<file path="config.mk">
export PLATFORM = sky130hd
export DESIGN_NAME = pipe_ctrl_gen
export DESIGN_NICKNAME = d
export VERILOG_FILES = /design/src/rtl/pipe_ctrl_gen.sv
export SDC_FILE = /design/constraint.sdc
export NUM_CORES = 1
export LEC_CHECK = 0
export CORE_MARGIN = 3
export CORE_UTILIZATION = 45
export DETAILED_ROUTE_END_ITERATION = 8
export PLACE_DENSITY = 0.91
export SYNTH_ARGS = -nofsm -noshare
export SYNTH_HDL_FRONTEND = slang
export SYNTH_SLANG_ARGS = --single-unit
</file>
<file path="constraint.sdc">
create_clock -name clk -period 3.1 [get_ports clk]
set_input_delay 0.465 -clock clk [delete_from_list [all_inputs] [get_ports clk]]
set_output_delay 0.465 -clock clk [all_outputs]
set_load 0.05 [all_outputs]
</file>
<file path="src/rtl/pipe_ctrl_gen.sv">
// pipe_ctrl_gen -- control for the decode (S2) and execute (S3) stages of an
// in-order pipeline. It handles one-cycle load-use style interlocks, wrong-path
// flushes and two saturating performance counters.
//
// Optional feature macro: PIPE_CTRL_FWD_EN
//   undefined (default): a read-after-write hazard stalls S2 for one cycle and
//                        puts a bubble into S3; fwd_sel is tied low.
//   defined            : hazards never stall; fwd_sel selects the S3 result
//                        for the S2 operand instead.
//
// Ports
//   clk, rst          clock, asynchronous active-high reset
//   in_valid/in_ready fetch handshake (transfer = in_valid & in_ready)
//   in_instr          {opcode, operand} instruction word
//   in_pc, in_flag    next-PC and condition flag travelling with in_instr
//   id_*              S2 register contents; rd_addr = id_opcode[RAW-1:0]
//   ex_*              S3 register contents; ex_wr_addr = ex_opcode[RAW-1:0]
//   ex_we, id_rd_en   decoder reports: S3 writes, S2 reads a register
//   flush             S3 redirected the flow; younger instructions are dropped
//   fwd_sel           use S3 result as the S2 operand
//   stall_cnt         saturating count of stall cycles
//   flush_cnt         saturating count of flush cycles
module pipe_ctrl_gen #(
  parameter int OPW = 8,
  parameter int ORW = 8,
  parameter int PCW = 8,
  parameter int RAW = 3
) (
  input  logic               clk,
  input  logic               rst,
  input  logic               in_valid,
  output logic               in_ready,
  input  logic [OPW+ORW-1:0] in_instr,
  input  logic [PCW-1:0]     in_pc,
  input  logic               in_flag,
  output logic               id_valid,
  output logic [OPW-1:0]     id_opcode,
  output logic [ORW-1:0]     id_operand,
  output logic [PCW-1:0]     id_pc,
  output logic               id_flag,
  output logic [RAW-1:0]     rd_addr,
  output logic               ex_valid,
  output logic [OPW-1:0]     ex_opcode,
  output logic [ORW-1:0]     ex_operand,
  output logic [PCW-1:0]     ex_pc,
  output logic               ex_flag,
  output logic [RAW-1:0]     ex_wr_addr,
  input  logic               ex_we,
  input  logic               id_rd_en,
  input  logic               flush,
  output logic               fwd_sel,
  output logic [15:0]        stall_cnt,
  output logic [15:0]        flush_cnt
);

  // One pipeline stage; an all-zero value is a bubble carrying opcode 0 (NOP).
  typedef struct packed {
    logic           valid;
    logic [OPW-1:0] opcode;
    logic [ORW-1:0] operand;
    logic [PCW-1:0] pc;
    logic           flag;
  } stage_t;

  stage_t      s2_r, s3_r;
  stage_t      s2_nxt_s, s3_nxt_s, in_stage_s;
  logic        hazard_s, stall_s, xfer_s;
  logic [15:0] stall_cnt_r, flush_cnt_r;

  assign in_stage_s = {1'b1, in_instr, in_pc, in_flag};

  assign rd_addr    = s2_r.opcode[RAW-1:0];
  assign ex_wr_addr = s3_r.opcode[RAW-1:0];

  // S2 reads the register that the instruction in S3 is about to write.
  assign hazard_s = s2_r.valid & id_rd_en & s3_r.valid & ex_we & (rd_addr == ex_wr_addr);

`ifdef PIPE_CTRL_FWD_EN
  assign stall_s  = 1'b0;
  assign fwd_sel  = hazard_s & ~flush;
  assign in_ready = 1'b1;
`else
  // Flush wins over stall: the stalled S2 instruction is wrong-path anyway.
  assign stall_s  = hazard_s & ~flush;
  assign fwd_sel  = 1'b0;
  assign in_ready = ~hazard_s | flush;
`endif

  assign xfer_s = in_valid & in_ready;

  // Next-state selection for both stages: flush, stall, or normal advance.
  always_comb begin
    s2_nxt_s = s2_r;
    s3_nxt_s = s3_r;
    if (flush) begin
      // The handshake still completes, but the accepted word is discarded.
      s2_nxt_s = '0;
      s3_nxt_s = '0;
    end else if (stall_s) begin
      // S2 holds; the bubble in S3 clears the hazard on the next cycle.
      s2_nxt_s = s2_r;
      s3_nxt_s = '0;
    end else begin
      s3_nxt_s = s2_r;
      if (xfer_s) begin
        s2_nxt_s = in_stage_s;
      end else begin
        s2_nxt_s = '0;
      end
    end
  end

  // Stage registers.
  always_ff @(posedge clk or posedge rst) begin
    if (rst) begin
      s2_r <= '0;
      s3_r <= '0;
    end else begin
      s2_r <= s2_nxt_s;
      s3_r <= s3_nxt_s;
    end
  end

  // Saturating performance counters; they stick at all-ones.
  always_ff @(posedge clk or posedge rst) begin
    if (rst) begin
      stall_cnt_r <= 16'h0000;
      flush_cnt_r <= 16'h0000;
    end else begin
      if (stall_s && (stall_cnt_r != 16'hFFFF)) begin
        stall_cnt_r <= stall_cnt_r + 16'h0001;
      end else begin
        stall_cnt_r <= stall_cnt_r;
      end
      if (flush && (flush_cnt_r != 16'hFFFF)) begin
        flush_cnt_r <= flush_cnt_r + 16'h0001;
      end else begin
        flush_cnt_r <= flush_cnt_r;
      end
    end
  end

  assign id_valid   = s2_r.valid;
  assign id_opcode  = s2_r.opcode;
  assign id_operand = s2_r.operand;
  assign id_pc      = s2_r.pc;
  assign id_flag    = s2_r.flag;
  assign ex_valid   = s3_r.valid;
  assign ex_opcode  = s3_r.opcode;
  assign ex_operand = s3_r.operand;
  assign ex_pc      = s3_r.pc;
  assign ex_flag    = s3_r.flag;
  assign stall_cnt  = stall_cnt_r;
  assign flush_cnt  = flush_cnt_r;

endmodule

</file>
; ---- Yosys cells after proc, flatten, opt, wreduce, memory -nomap -nowiden
; Cells that the tools add are included.
[word_totals]
output_inout_bits = 92
regBits = 84
wordCells = 34
[classes]
n_eq_ne = 4
mux = 5
add_sub_neg = 2
bitwise = 9
n_reduce_logical = 2
[op_table]
columns = operator, count
row1 = 26-bit 2-to-1 mux, 5
row2 = "16-bit by 1-bit adder with 16-bit output, second input constant", 2
row3 = "16-bit != test, second input constant", 2
row4 = 1-bit bitwise AND, 6
row5 = 3-bit equality test, 1
row6 = 1-bit logical AND, 2
row7 = "2-bit != test, second input constant", 1
row8 = 1-bit NOT, 2
row9 = 1-bit OR, 1

; ---- Depth between registers and ports, before layout
[depth]
depth_word = 10
mapped_depth = 8
ltp_nobuf = 6

; ---- Worst setup path after synthesis
; Ideal clock, no wire load.
[synth_path]
path_kind = reg-to-output
start = reg s2_r, in the netlist id_opcode[0]
end = out in_ready
stages_incl_launch_ff = 7
t_arrival_ns = 1.647
n_path_buf = 2
path_slack_ns = 0.988
cell_sequence = dfrtp_1 xor2_1 nor3_2 and2_1 inv_2 buf_2 buf_2
[synth_between]
elab_chain_len = 4
[synth_lines]
columns = item, line
row1 = start: declaration, 65  ; stage_t s2_r, s3_r;
row2 = start signal: assignment, 119  ; s2_r <= s2_nxt_s;
row3 = 3-bit equality test, 76  ; assign hazard_s = s2_r.valid & id_rd_en & s3_r.valid & ex_we & (rd_addr == ex_wr_addr);
row4 = 1-bit bitwise AND, 76
row5 = 1-bit NOT, 86  ; assign in_ready = ~hazard_s | flush;
row6 = 1-bit OR, 86
row7 = end: declaration, 32  ; output logic in_ready,
; Every way passes these cells.

; ---- Worst setup path after layout
[layout_path]
start = in flush
end = out in_ready
[layout_between]
elab_chain_len = 1
[layout_lines]
columns = item, line
row1 = start: declaration, 50  ; input logic flush,
row2 = 1-bit OR, 86
; Every way passes these cells.

==> flow_summary.json <==
{
  "intPower_mw": 1.86,
  "cts_resized": 0,
  "crit_end": "in_ready",
  "p_seq_frac": 0.460,
  "ir_worst_vdd_uv": 243,
  "synthTopCellsByArea": "dfrtp_1 (61%), nand2_1 (7.0%), xnor2_1 (5.6%)",
  "clkPwrFrac": 0.320,
  "overflow": 0,
  "r2r_start": "stall_cnt[0]",
  "pin_count": 123,
  "path_depth": 5,
  "max_freq_ghz": 0.431,
  "die_h_um": 93.5,
  "p_sw_mw": 0.833,
  "hold_buffers": 0,
  "worst_path_max_delay_cell": "clkdlybuf4s50_1",
  "yosysTopAreaCell": "dfrtp_1",
  "cp_data_required_time_ns": 2.63,
  "totalWireLength_um": 8060,
  "grt_pass1_wl_um": 13200,
  "netlist.area_leader.share": 0.610,
  "postCtsSetupRepairBufs": 0,
  "final_cell_area_mm2": 0.00495,
  "startpoint": "flush",
  "drv_slew": 0,
  "first_pass_iters": 6,
  "period_share": 0.748,
  "num_rows": 31,
  "rsz0062_at_grt": "no",
  "relSlewSlack": 0.473,
  "fin_nets": 466,
  "seq_area_frac_synth": 0.610,
  "avgSynthCellArea_um2": 10.9,
  "cts.htree.levels": 3,
  "die_w_um": 93.5,
  "antenna_found_initial": 0,
  "path_class": "input port to output port",
  "dr_total_vias": 2689,
  "cpPeakStageDelay_ns": 0.60,
  "grt_pass1_vias": 2692,
  "drive_gt1_frac": 0.0753,
  "seqCellArea_mm2": 0.00210,
  "grt_start_max_net_pins": 44,
  "fin_crit_ns": 2.32,
  "power.density_mw_per_mm2": 544,
  "cp-end-kind": "output port",
  "critPathBufInv": 3,
  "synthDistinctLibCells": 33,
  "drv_cap": 0,
  "antenna_left": 0,
  "coreArea_mm2": 0.00733,
  "drt-initial-drc-count": 96,
  "cts-root-buf": "clkbuf_8",
  "area_growth_pct": 43.5,
  "fillCellCount": 534,
  "vias_per_cell": 5.01,
  "worstRegToRegCells": 5,
  "place_area_mm2": 0.00472,
  "cts_inserted_buffers": 9,
  "reg2reg_to": "stall_cnt[1]",
  "path_max_fanout": 15,
  "synth_nets": 348,
  "placed_cells": 521,
  "sw_frac_of_total": 0.310,
  "gp_congestion": 0.880,
  "synth-main-ff-cell": "dfrtp_1",
  "syn-instance-count": 315,
  "track_usage": 0.195,
  "crit_arrival_ns": 1.85,
  "io_buffers": 121,
  "cts_tree": "yes",
  "syn-cell-area_mm2": 0.00345,
  "hold_class": "flop to flop",
  "r2r_slack_ns": 0.98,
  "status": "complete, no violations",
  "path_cells": "clkdlybuf4s50_1 -> nor2_1 -> and2_1 -> inv_2 -> buf_4",
  "setup_tns_ns": 0,
  "synthArstFlopShare": 1.00,
  "hold_violations": 0,
  "start_util": 0.470,
  "routedWlPerCell_um": 15.0,
  "finClkSkew_ns": 0.0121,
  "drc": 0,
  "path_delay_family": "buffers and inverters",
  "clock_sinks": 84,
  "clk_latency_ns": 0.34,
  "worst_slack_ns": 0.782,
  "worst_slew_pin_slew_ns": 0.789,
  "layout.cells.non_filler": 537,
  "insertedDiodeCount": 0,
  "die_area_mm2": 0.00875,
  "yosysWarnings": 0,
  "power.total_mw": 2.69,
  "dp_hpwl_um": 5960,
  "post-place-ws_ns": 0.561,
  "ys_ff_latch": 84,
  "multi_input_comb_area_mm2": 0.00123,
  "setup_viol": 0,
  "cp-start-kind": "input port",
  "p_comb_frac": 0.220,
  "clk_pin_slew_ns": 0.08,
  "leakage_nw": 2.29,
  "cts.path.max_buffers": 2,
  "synth_edf_count": 0
}
-- power by group through the flow --
stage,clock network (mW),logic [mW],registers [mW]
global placement,0,0.584,1.26
CTS,0.877,0.599,1.24
finish,0.861,0.591,1.24
global route,0.930,0.627,1.25
floorplan,0,0.135,1.49
detailed placement,0,0.597,1.26
-- stage by stage --
stage | hold WS (ns) | utilization
floorplan | 0.598 | -
global placement | 0.468 | 0.644
detailed placement | 0.480 | 0.644
CTS | 0.501 | 0.675
global route | 0.530 | 0.675
finish | 0.500 | 0.675
-- synthesized netlist by cell type (2+ instances only) --
| cell | n |
|---|---|
| dfrtp_1 | 84 |
| nand2_1 | 64 |
| nand3_1 | 34 |
| and2_1 | 30 |
| xnor2_1 | 22 |
| nand4_1 | 11 |
| and3_1 | 8 |
| xor2_1 | 8 |
| buf_4 | 7 |
| buf_2 | 6 |
| and4_1 | 5 |
| nor2_1 | 5 |
| clkbuf_1 | 4 |
| a21oi_1 | 3 |
| buf_1 | 3 |
| a31oi_1 | 2 |
| ha_1 | 2 |
| mux2_2 | 2 |
-- per-layer routing --
| metal | up-vias | share of wire | track usage |
|---|---|---|---|
| li1 | 1274 | - | - |
| met1 | 1311 | 0.40 | 0.254 |
| met2 | 96 | 0.52 | 0.316 |
| met3 | 8 | 0.066 | 0.0459 |
| met4 | 0 | 0.0099 | 0.0745 |
| met5 | - | 0 | 0 |
-- cell families (layout without fill, tap and decap cells) --
kind of cell             Yosys count  in the layout  synth area share
AO/OA/AOI/OAI                      6              6            0.0102
XOR/XNOR                          30             30            0.0762
adder cells (fa/ha/maj)            2              2           0.00726
buffers and inverters             22            145            0.0338
flip-flops                        84             84             0.610
multiplexers                       3              3            0.0109
other                              1              1           0.00109
AND/OR/NAND/NOR                  167            167             0.251
-- registers in the layout (all words and copies together) (netlist names), 8 cells and up --
register and flops:
stall_cnt 16, ex_pc 8, ex_opcode 8, id_pc 8, id_opcode 8, id_operand 8
ex_operand 8, flush_cnt 16
-- layout make-up --
class / count / share of cell area
clock buffers: 11 / 0.0286
clock inverters: 5 / 0.0172
inverters: 2 / 0.00177
multi-input cells: 209 / 0.249
flip-flops and latches: 84 / 0.425
well taps: 99 / 0.0250
repair buffers: 127 / 0.253
-- layout by cell type, fill, tap and decap left out, drive strengths merged --
cell	instances
nor2b	1
or3	1
a21o	1
nand2	64
clkinvlp	1
conb	1
and3b	1
or2	1
and2	30
bufinv	2
inv	1
xor2	8
mux2	3
and4bb	1
a21oi	3
clkbuf	11
nand4	11
a31oi	2
nor3	2
nor4	2
nand3	34
clkdlybuf4s50	120
buf	7
ha	2
and3	8
xnor2	22
nor2	6
clkinv	3
dfrtp	84
and4	5
-- worst min-delay path: cells and delay by family, from the launching register on --
kind | cells | cell delay (ns)
DFF | 1 | 0.37
and+or+nand+nor | 2 | 0.11
-- worst min-delay path by stage --
stage,from,slack (ns),cells after the start,end
2_1_floorplan,in_flag,0.60,2,id_flag
3_3_place_gp,id_pc[2],0.47,2,id_pc[2]
3_5_place_dp,id_pc[1],0.48,2,id_pc[1]
4_1_cts,id_pc[2],0.50,2,id_pc[2]
5_1_grt,flush_cnt[6],0.53,1,flush_cnt[6]
6_report,id_pc[2],0.50,2,id_pc[2]
(Power assumes the default switching activity.)
